==> config.mk <==
export PLATFORM = sky130hd
export DESIGN_NAME = mux8_rr_arbiter
export DESIGN_NICKNAME = d
export VERILOG_FILES = /design/src/rtl/mux8_rr_arbiter.sv
export SDC_FILE = /design/constraint.sdc
export NUM_CORES = 1
export LEC_CHECK = 0
export ABC_AREA = 1
export CAP_MARGIN = 20
export CORE_MARGIN = 5
export CORE_UTILIZATION = 37
export DETAILED_ROUTE_END_ITERATION = 8
export GPL_TIMING_DRIVEN = 0
export PLACE_DENSITY = 0.72
export SLEW_MARGIN = 5
export SYNTH_ARGS = -nofsm -noshare
export SYNTH_HDL_FRONTEND = slang
export SYNTH_SLANG_ARGS = --single-unit
==> constraint.sdc <==
create_clock -name clk -period 5.49 [get_ports clk]
set_input_delay 0.8235 -clock clk [delete_from_list [all_inputs] [get_ports clk]]
set_output_delay 0.8235 -clock clk [all_outputs]
set_load 0.02 [all_outputs]
==> src/rtl/mux8_rr_arbiter.sv <==
// Round-robin arbiter/sequencer for an 8:1 bus mux: grants one requester, drives the
// mux select/enable, captures the selected word and offers it on a valid/ready handshake.
module mux8_rr_arbiter #(
   parameter int WIDTH    = 16,
   parameter int MAX_HOLD = 4
) (
   input  logic             clk,
   input  logic             reset_n,
   input  logic [7:0]       req,
   input  logic [7:0]       lock,
   output logic [2:0]       mux_s,
   output logic             mux_e,
   input  logic [WIDTH-1:0] mux_dout,
   output logic [7:0]       ack,
   output logic             out_valid,
   input  logic             out_ready,
   output logic [WIDTH-1:0] out_data,
   output logic [2:0]       out_src
);

   typedef enum logic [1:0] {
      IDLE   = 2'd0,
      SELECT = 2'd1,
      VALID  = 2'd2
   } state_t;

   localparam logic [7:0] HOLD_LIM = 8'(MAX_HOLD - 1);

   state_t     state;
   logic [2:0] ptr;
   logic [7:0] hold_cnt;

   logic [7:0] eligible;
   logic [2:0] idx;
   logic [2:0] rr_win;
   logic       rr_found;
   logic       lock_ok;
   logic [2:0] win;
   logic       win_lock;
   logic       can_grant;

   // Winner selection: lock override on the last winner (mux_s), else first eligible from ptr.
   // The requester being acked this cycle is excluded from the round-robin scan.
   always_comb begin
      eligible = req & ~ack;
      idx      = 3'd0;
      rr_win   = ptr;
      rr_found = 1'b0;
      for (int k = 0; k < 8; k++) begin
         idx = ptr + 3'(k);
         if (!rr_found && eligible[idx]) begin
            rr_found = 1'b1;
            rr_win   = idx;
         end else begin
            rr_found = rr_found;
         end
      end
      lock_ok = req[mux_s] & lock[mux_s] & (hold_cnt < HOLD_LIM);
      if (lock_ok) begin
         win      = mux_s;
         win_lock = 1'b1;
      end else begin
         win      = rr_win;
         win_lock = 1'b0;
      end
      can_grant = lock_ok | rr_found;
   end

   // Sequencer FSM with registered mux controls, ack pulse and output word.
   always_ff @(posedge clk or negedge reset_n) begin
      if (!reset_n) begin
         state     <= IDLE;
         ptr       <= 3'd0;
         hold_cnt  <= 8'd0;
         mux_s     <= 3'd0;
         mux_e     <= 1'b0;
         ack       <= 8'd0;
         out_valid <= 1'b0;
         out_data  <= '0;
         out_src   <= 3'd0;
      end else begin
         ack <= 8'd0;
         case (state)
            IDLE: begin
               if (can_grant) begin
                  mux_s    <= win;
                  mux_e    <= 1'b1;
                  ptr      <= win + 3'd1;
                  hold_cnt <= win_lock ? hold_cnt + 8'd1 : 8'd0;
                  state    <= SELECT;
               end else begin
                  mux_e <= 1'b0;
               end
            end
            SELECT: begin
               out_data  <= mux_dout;
               out_src   <= mux_s;
               ack       <= 8'd1 << mux_s;
               out_valid <= 1'b1;
               mux_e     <= 1'b0;
               state     <= VALID;
            end
            VALID: begin
               if (out_ready) begin
                  out_valid <= 1'b0;
                  if (can_grant) begin
                     mux_s    <= win;
                     mux_e    <= 1'b1;
                     ptr      <= win + 3'd1;
                     hold_cnt <= win_lock ? hold_cnt + 8'd1 : 8'd0;
                     state    <= SELECT;
                  end else begin
                     mux_e <= 1'b0;
                     state <= IDLE;
                  end
               end else begin
                  mux_e <= 1'b0;
               end
            end
            default: begin
               mux_e <= 1'b0;
               state <= IDLE;
            end
         endcase
      end
   end

endmodule

==> results of run 1 <==
==> state kept, by name, summed over array words and instances (netlist names) <==
register,flops
state,2
mux_e,1
hold_cnt,8
ptr,3
out_valid,1
out_data,16
mux_s,3
ack,8
out_src,3
==> metal layers <==
layer	wire length (um)	global-route usage	up-vias
met3	419	0.0470	8
li1	-	-	1270
met1	2910	0.206	1136
met4	97	0.0505	0
met2	3090	0.261	63
met5	0	0	-
==> metrics by stage <==
| stage | hold WS [ns] | total power, mW | instance area (um2) |
|---|---|---|---|
| after global placement | 0.454 | 2.27 | 3440 |
| after global routing | 0.483 | 2.75 | 3540 |
| after CTS | 0.458 | 2.51 | 3540 |
| after detailed placement | 0.462 | 2.30 | 3460 |
| after floorplan | 0.457 | 1.81 | 2660 |
| final | 0.453 | 2.49 | 3540 |
==> placed cells by master (no fill, tap or decap), types with 2 or more instances in the layout <==
master / synthesis / layout
sky130_fd_sc_hd__nand2_1: 117 / 117
sky130_fd_sc_hd__clkdlybuf4s50_1: 0 / 65
sky130_fd_sc_hd__dfrtp_1: 45 / 45
sky130_fd_sc_hd__nand3_1: 42 / 42
sky130_fd_sc_hd__inv_1: 35 / 35
sky130_fd_sc_hd__nor2_1: 31 / 31
sky130_fd_sc_hd__nand3_2: 10 / 10
sky130_fd_sc_hd__inv_2: 7 / 7
sky130_fd_sc_hd__o21ai_0: 6 / 6
sky130_fd_sc_hd__o21ai_1: 6 / 6
sky130_fd_sc_hd__a22oi_1: 5 / 5
sky130_fd_sc_hd__clkbuf_1: 4 / 5
sky130_fd_sc_hd__clkbuf_8: 0 / 5
sky130_fd_sc_hd__nand2_2: 4 / 4
sky130_fd_sc_hd__nor2_2: 4 / 4
sky130_fd_sc_hd__ha_1: 4 / 4
sky130_fd_sc_hd__a21oi_1: 3 / 3
sky130_fd_sc_hd__a31oi_1: 3 / 3
sky130_fd_sc_hd__o211ai_1: 3 / 3
sky130_fd_sc_hd__buf_6: 2 / 2
sky130_fd_sc_hd__nand4_1: 2 / 2
sky130_fd_sc_hd__buf_4: 2 / 2
sky130_fd_sc_hd__buf_2: 1 / 2
sky130_fd_sc_hd__nor2_4: 2 / 2
sky130_fd_sc_hd__clkinv_2: 0 / 2
==> worst min-delay path by stage <==
stage                     cells past startpoint           end  slack, ns          from
after global routing                          1   out_data[1]       0.48       reset_n
after floorplan                               2   hold_cnt[1]       0.46   hold_cnt[1]
after global placement                        2  out_data[12]       0.45  out_data[12]
after CTS                                     1      state[0]       0.46       reset_n
final                                         1   out_data[1]       0.45       reset_n
after detailed placement                      2  out_data[12]       0.46  out_data[12]
==> cell families (layout without fill, tap and decap cells) <==
| logic type | count (synthesis) | in the layout | share of synthesized area |
|---|---|---|---|
| and+or+nand+nor | 217 | 217 | 0.387 |
| DFF | 45 | 45 | 0.424 |
| buffers and inverters | 52 | 127 | 0.0823 |
| adders and majority gates | 4 | 4 | 0.0188 |
| AOI/OAI and AO/OA | 30 | 30 | 0.0711 |
| xor gates and xnor gates | 3 | 3 | 0.0169 |
==> cell type report <==
class	instances	area [um2]
flip-flops and latches	45	1130
inverters	43	161
plain buffers	9	57.6
well taps	99	124
clock buffers	6	72.6
multi-input cells	254	1310
repair buffers	67	676
clock inverters	2	10.0
fillers	715	3600
==> power by group through the flow <==
| stage | registers, mW | clock network, mW | logic [mW] |
|---|---|---|---|
| finish | 0.539 | 0.194 | 1.76 |
| global route | 0.561 | 0.216 | 1.98 |
| CTS | 0.540 | 0.199 | 1.77 |
| detailed placement | 0.544 | 0 | 1.76 |
| global placement | 0.543 | 0 | 1.72 |
| floorplan | 0.650 | 0 | 1.16 |
==> impl_metrics.csv, run 1 <==
group,metric,value,unit
outcome,status,"finished clean",
floorplan,start_util,0.373,
routing,drt_pre_antenna_iters,7,
global_route,grt.overflow.total,0,
setup_path,slowest_stage,"sky130_fd_sc_hd__ha_1",
power_and_ir_drop,pwr-share-clk,0.078,
setup_path,worstPathRequired,5.68,ns
timing,fmaxAchievable,0.302,GHz
timing,period_needed,3.31,ns
routing,drt-total-wl,6520,um
setup_path,crit_buf_inv,4,
min_path,hp-class,"in2async",
timing,timing.final.max_slew_violations,0,
global_route,grt_usage,0.161,
clock_network,post_cts.repair.setup_buffers,0,
synth,syn-num-nets,390,
power_and_ir_drop,power.switching,1.29,mW
job,max_cap_viol_count,0,
routing,drt.antenna.violating_nets,0,
power_and_ir_drop,power_switching_share,0.517,
timing,timing.clock.skew,0.00520,ns
floorplan,std_cell_rows,31,
clock_network,cts_htree_levels,2,
cells_and_area,design.final.nets,464,
synth,synthesis.area,0.00266,mm2
timing,max_slew.worst_pin.slew,0.438,ns
placement,place.detailed.hpwl,5310,um
synth,synth-edff-count,0,
timing,rsz0062_at_grt,"no",
synth,postSynth.asyncResetShare,1.00,
routing,routedWlPerCell,12.4,um
placement,dp_worst_setup_slack,2.20,ns
setup_path,crit_start,"ptr[1]",
routing,dr.first_iter.drc_count,85,
floorplan,die_w,94.8,um
synth,ys.warnings.count,0,
synth,post_synth_num_cell_types,35,
timing,setup-violations-final,0,
floorplan,fp.dieArea,0.00898,mm2
setup_path,critical_path.max_stage_delay,0.46,ns
synth,synth_flop_cell,"sky130_fd_sc_hd__dfrtp_1",
placement,numPortBuffers,66,
timing,slew_headroom,0.708,
placement,numPlacedInstances,517,
timing,hold_viol,0,
setup_path,r2r.worst_path.cells,20,
cells_and_area,area_growth_syn_to_layout,33.2,%
routing,via_per_inst,4.72,
synth,synth.top_cells.by_area,"sky130_fd_sc_hd__dfrtp_1 (42%), sky130_fd_sc_hd__nand2_1 (17%), sky130_fd_sc_hd__nand3_1 (7.9%)",
timing,final_cycle_share,0.602,
global_route,grt_pass1_wl,11500,um
floorplan,die_h,94.8,um
power_and_ir_drop,leakagePower,1.70,nW
setup_path,critical-path-top-cell-by-count,"sky130_fd_sc_hd__nand2_1",
cells_and_area,finish.utilization,0.496,
cells_and_area,stdcell_count,525,
setup_path,setup.worst_path.start_class,"register",
floorplan,design.portCount,67,
setup_path,timing.setup.critical_path_class,"reg2reg",
setup_path,worstPathArrival,3.50,ns
clock_network,cts-buffers-inserted,5,
setup_path,crit_fanout,8,
clock_network,clock_latency,0.29,ns
power_and_ir_drop,internal_power,1.20,mW
cells_and_area,diodes,0,
synth,portion_of_the_post_synthesis_area_used_by_sequential_elements,0.424,
synth,yosysMostFrequentCell,"sky130_fd_sc_hd__nand2_1",
synth,synth_commonest_cells,"sky130_fd_sc_hd__nand2_1 (117), sky130_fd_sc_hd__dfrtp_1 (45), sky130_fd_sc_hd__nand3_1 (42)",
setup_path,ff2ff_setup_slack,2.18,ns
setup_path,cp_num_cells,20,
global_route,grt_start_max_net_pins,29,
clock_network,worst_setup_hold_path_clk_slew,0.08,ns
setup_path,capturing_instance_or_port_of_the_critical_path,"ptr[2]",
synth,yosys.area.top_type,"sky130_fd_sc_hd__dfrtp_1",
floorplan,core_region_area,0.00714,mm2
clock_network,buffers_from_clock_root_to_sink_at_most,2,
synth,netlist_instances,351,
synth,avgSynthCellArea,7.57,um2
clock_network,cts-resized-gates,0,
power_and_ir_drop,max-vdd-ir-drop,0.000290,V
power_and_ir_drop,comb_power_share,0.706,
setup_path,critical_path.cell_chain,"buf_2 > clkinv_1 > ha_1 > inv_1 > nand3_1 > nand2_1 > nor2_1 > nor2_2 > nand4_4 > nor2_4 > nand2_2 > nor2_4 > inv_2 > nand2_1 > nand2_1 > o21ai_2 > ha_1 > nand3_1 > nand3_1 > nand2_1",
power_and_ir_drop,power_density,704,mW/mm2
timing,fin_tns_setup,0,ns
clock_network,cts.root.buffer_cell,"sky130_fd_sc_hd__clkbuf_8",
synth,synthDominantCellAreaShare,0.424,
setup_path,critical_path.endpoint_type,"register",
setup_path,worst_r2r_startpoint,"ptr[1]",
cells_and_area,drive_gt1_frac,0.113,
routing,num_vias,2477,
routing,drc,0,
setup_path,worst_r2r_endpoint,"ptr[2]",
synth,synth_seq_cells,45,
setup_path,critical-path-top-delay-family,"simple AND/OR/NAND/NOR gates",
timing,setup_slack,2.18,ns
clock_network,cts_hold_buf,0,
clock_network,tritoncts,"done",
global_route,number_of_global_route_vias_before_repair,2455,
global_route,antenna_found_initial,0,
clock_network,cts_num_sinks,45,
placement,routabilityCongestion,0.866,
power_and_ir_drop,share_seq_of_total_power,0.216,
No activity file was read; power rests on OpenSTA's default activity.
==> run 2, diff against run 1 <==
- PLACE_DENSITY: 0.72 -> 0.74
- clock period: 5.49 -> 3 ns (I/O delays scaled with it)
==> impl_metrics.csv, run 2 (synthesized netlist as in run 1, its figures left out) <==
group,metric,value,unit
clock_network,buffers_from_clock_root_to_sink_at_most,2,
setup_path,setup.worst_path.start_class,"register",
clock_network,tritoncts,"done",
setup_path,worst_r2r_startpoint,"ptr[0]",
routing,num_vias,2516,
clock_network,cts.root.buffer_cell,"sky130_fd_sc_hd__clkbuf_8",
timing,hold_viol,0,
routing,via_per_inst,4.73,
power_and_ir_drop,power_density,1310,mW/mm2
floorplan,start_util,0.373,
clock_network,worst_setup_hold_path_clk_slew,0.07,ns
job,max_cap_viol_count,0,
setup_path,timing.setup.critical_path_class,"reg2reg",
routing,drt-total-wl,6700,um
routing,dr.first_iter.drc_count,159,
global_route,grt_usage,0.159,
setup_path,critical_path.endpoint_type,"register",
cells_and_area,most-common-layout-cells,"sky130_fd_sc_hd__nand2_1 (117), sky130_fd_sc_hd__clkdlybuf4s50_1 (65), sky130_fd_sc_hd__dfrtp_1 (45), sky130_fd_sc_hd__nand3_1 (42), sky130_fd_sc_hd__inv_1 (34)",
clock_network,cts_num_sinks,45,
floorplan,std_cell_rows,31,
placement,dp_worst_setup_slack,-0.279,ns
placement,numPlacedInstances,517,
clock_network,cts_hold_buf,0,
setup_path,worstPathRequired,3.18,ns
routing,drc,0,
power_and_ir_drop,design_power_total,4.78,mW
global_route,grt.overflow.total,0,
timing,timing.clock.skew,0.00294,ns
cells_and_area,largest_register_ffs,16,
floorplan,fp.dieArea,0.00898,mm2
cells_and_area,design.final.nets,472,
clock_network,cts-buffers-inserted,5,
global_route,antenna_found_initial,0,
global_route,number_of_global_route_vias_before_repair,2468,
timing,final_cycle_share,0.936,
floorplan,die_h,94.8,um
placement,routabilityCongestion,0.873,
timing,max_slew.worst_pin.slew,0.420,ns
timing,period_needed,2.81,ns
placement,place.detailed.hpwl,5270,um
min_path,hp-class,"in2async",
power_and_ir_drop,leakagePower,1.74,nW
cells_and_area,layout_commonest_cell,"sky130_fd_sc_hd__nand2_1",
power_and_ir_drop,max-vdd-ir-drop,0.000585,V
setup_path,r2r.worst_path.cells,19,
floorplan,core_region_area,0.00714,mm2
timing,whs,0.0659,ns
placement,placed_cell_area,0.00346,mm2
cells_and_area,filler_cell_count_in_the_final_layout,690,
timing,fin_tns_setup,0,ns
cells_and_area,finalInstanceArea,0.00364,mm2
floorplan,die_w,94.8,um
cells_and_area,area_growth_syn_to_layout,37.0,%
cells_and_area,top_regs,"out_data: 16 flops, ack: 8 flops, hold_cnt: 8 flops",
setup_path,worstPathArrival,2.99,ns
timing,setup_slack,0.193,ns
cells_and_area,finish.utilization,0.510,
routing,routedWlPerCell,12.6,um
timing,timing.final.max_slew_violations,0,
clock_network,cts_htree_levels,2,
setup_path,crit_fanout,10,
cells_and_area,stdcell_count,532,
cells_and_area,drive_gt1_frac,0.139,
placement,numPortBuffers,66,
cells_and_area,register_with_the_most_flip_flops,"out_data",
timing,fmaxAchievable,0.356,GHz
setup_path,worst_r2r_endpoint,"ptr[2]",
outcome,status,"finished clean",
floorplan,design.portCount,67,
routing,drt.antenna.violating_nets,0,
timing,setup-violations-final,0,
clock_network,clock_latency,0.29,ns
global_route,grt_start_max_net_pins,31,
routing,drt_pre_antenna_iters,6,
setup_path,ff2ff_setup_slack,0.19,ns
timing,slew_headroom,0.720,
cells_and_area,diodes,0,
global_route,grt_pass1_wl,11400,um
-- run 2: how the worst max path moves through the flow --
stage	from	slack (ns)	endpoint
2_1_floorplan	ptr[1]	0.20	ptr[2]
3_3_place_gp	ptr[1]	-0.23	ptr[2]
3_5_place_dp	ptr[1]	-0.28	ptr[2]
4_1_cts	ptr[1]	0.03	ptr[2]
5_1_grt	ptr[0]	-0.008	ptr[1]
6_report	ptr[0]	0.19	ptr[2]
-- run 2: report_power, final --
group	leakage [nW]	internal, mW	switching [mW]
Sequential	0.574	0.837	0.153
Clock	0.0443	0.183	0.182
Combinational	1.12	1.35	2.08
Total	1.74	2.37	2.41
-- run 2: metal layers --
metal	track usage	vias up	share of wire
met3	0.0494	9	0.066
met5	0	-	0
li1	-	1282	-
met4	0.0433	0	0.013
met1	0.198	1159	0.44
met2	0.265	66	0.48
-- run 2: what timing repair did --
action                                 CTS  global route
endpoints found under the hold margin    0             0
resized for setup                        4             9
pin swaps                                1             7
setup buffers                            0             8
setup endpoints to repair                5             4
-- run 2: layout make-up --
type,instances,area (um2),share of cell area
tap,99,124,0.0340
timing repair buffer,75,736,0.202
buffer,9,67.6,0.0186
clock buffer,7,86.3,0.0237
sequential,45,1130,0.309
multi-input combinational,254,1330,0.366
inverter,43,171,0.0471
-- run 2: worst max-delay path: stages (launching register included) --
cell,delay (ns)
sky130_fd_sc_hd__dfrtp_1,0.41
sky130_fd_sc_hd__inv_2,0.07
sky130_fd_sc_hd__buf_8,0.15
sky130_fd_sc_hd__ha_4,0.33
sky130_fd_sc_hd__nand3_1,0.13
sky130_fd_sc_hd__nand3_2,0.11
sky130_fd_sc_hd__nand2_4,0.08
sky130_fd_sc_hd__nor2_8,0.14
sky130_fd_sc_hd__nand4_4,0.13
sky130_fd_sc_hd__nor2_4,0.15
sky130_fd_sc_hd__nand2_2,0.07
sky130_fd_sc_hd__nor2_4,0.15
sky130_fd_sc_hd__inv_2,0.06
sky130_fd_sc_hd__nand2_1,0.06
sky130_fd_sc_hd__nand2_1,0.07
sky130_fd_sc_hd__o21ai_2,0.18
sky130_fd_sc_hd__ha_2,0.20
sky130_fd_sc_hd__nand3_1,0.07
sky130_fd_sc_hd__nand3_1,0.09
sky130_fd_sc_hd__nand2_1,0.05
==> patch: new RTL, settings of run 1 <==
Reset style: synchronous (`reset_n`), changed in one clocked block.
--- a/src/rtl/mux8_rr_arbiter.sv
+++ b/src/rtl/mux8_rr_arbiter.sv
@@ -67,7 +67,7 @@
    end
 
    // Sequencer FSM with registered mux controls, ack pulse and output word.
-   always_ff @(posedge clk or negedge reset_n) begin
+   always_ff @(posedge clk) begin
       if (!reset_n) begin
          state     <= IDLE;
          ptr       <= 3'd0;
Formal check against the unedited RTL: differs if reset_n is asserted again (counterexample within 4 cycles, from zero or initial values and one cycle with reset_n low); with reset_n held inactive, the same outputs for 10 cycles.
==> patch against run 1 <==
Sequential share of layout area down 4.6 points. Synthesized cell count unchanged. Area after synthesis down 7.5%. Clock skew up 0.0019 ns. Design area down 6.4%. Setup slack better by 0.12 ns. Sequential power down 27%. Sequential cell count unchanged. First-iteration DRC count up 59%. Wire length down 3.3%. Power down 33%.
==> patch: results <==
finish:
  nets: 463
  drive_above_1_share: 0.0988
  layoutNonFillerInstCount: 502
  reg_top3: "out_data: 16 flops, ack: 8 flops, hold_cnt: 8 flops"
  diodes: 0
  fillers: 629
timing:
  tns_ns: 0
  skew_ns: 0.00708
  slew_headroom: 0.717
place:
  place_area_um2: 3220
  place_inst: 494
  pre_cts_ws_ns: 2.11
  dp_hpwl_um: 5080
  place_congestion: 0.896
power:
  power.leakage_nw: 1.41
  p_sw_frac: 0.484
  vdd_ir_drop_max_v: 0.000205
  powerDensity_nw_per_um2: 507
detailed_routing:
  via_per_inst: 4.96
  wl_per_cell_um: 12.6
  dr.pass1.iters: 5
  drt_iter0_drc: 135
worst_setup_path:
  worstPathArrival_ns: 3.37
  slowest_delay_ns: 0.34
  crit_fanout: 8
  cp-startpoint: "ptr[1]"
  slowest_stage: "dfxtp_1"
  crit_family: "simple AND/OR/NAND/NOR gates"
global_routing:
  grt_max_degree: 15
  grt_pass1_vias: 2331
  grt_pass1_wl_um: 10500
  grt_usage: 0.151
  antenna_found_initial: 0
clock_tree:
  post-cts-setup-buffers: 0
  worst_skew_pair.late_latency_ns: 0.29
  clk_pin_slew_ns: 0.08
  cts_buffer_depth: 2
  htree_levels: 2
  numCtsBuffers: 5
synth:
  synth_area_leader_cell: "dfxtp_1"
  synthTopCellsByCount: "nand2_1 (63), nand3_1 (56), nor2_1 (54)"
  seq_area_frac_synth: 0.366
  synth_cell_type_count: 42
  async_flop_share: 0
  synth_nets: 390
  synth_area_leaders: "dfxtp_1 (37%), nand3_1 (11%), nand2_1 (9.6%)"
worst_hold_path:
  holdCritStartpoint: "hold_cnt[2]"
  min_path_type: "flip-flop to flip-flop"
  hold_depth: 2
status:
  status: "finished, final reports clean"
==> patch: changes by cell type after synthesis, sizes merged, moves of 4 or more <==
cell	before	now
nand2	122	66
dfrtp	45	0
nor3	0	4
dfxtp	0	45
nand3	52	58
nor2	38	58
o21ai	13	31
==> patch: metal layers <==
layer  GRT usage  vias to the layer above  part of all wire
met2       0.241                       72              0.45
met1       0.191                     1115              0.45
met3      0.0529                        9             0.083
li1            -                     1294                 -
met5           0                        -                 0
met4      0.0477                        0             0.014
==> patch: worst paths after layout <==
kind	slack [ns]	to
worst max-delay path	2.30	ptr[1]
worst min-delay path	0.45	hold_cnt[2]
worst min register to register	0.45	hold_cnt[2]
worst max register to register	2.30	ptr[1]
==> patch: power groups by stage <==
stage / Combinational (mW) / Sequential, mW / Clock [mW]
5_1_grt: 1.21 / 0.402 / 0.233
3_5_place_dp: 1.07 / 0.403 / 0
6_report: 1.07 / 0.396 / 0.210
3_3_place_gp: 1.05 / 0.403 / 0
2_1_floorplan: 0.786 / 0.435 / 0
4_1_cts: 1.07 / 0.397 / 0.217
==> patch: layout make-up <==
class | count | area [µm²] | share of cell area
Buffer | 9 | 51.3 | 0.0155
Clock buffer | 6 | 82.6 | 0.0249
Clock inverter | 2 | 13.8 | 0.00415
Inverter | 44 | 173 | 0.0521
Multi-Input combinational cell | 253 | 1340 | 0.403
Sequential cell | 45 | 901 | 0.272
Tap cell | 77 | 96.3 | 0.0291
Timing Repair Buffer | 66 | 661 | 0.199
==> patch: logic make-up (layout without fill, tap and decap cells) <==
logic type,count (synthesis),in the layout,synth area share
fa+ha+maj,4,4,0.0203
simple gates,195,195,0.375
compound gates,50,50,0.119
buf+inv,53,127,0.0910
flops,45,45,0.366
xor+xnor,4,4,0.0280
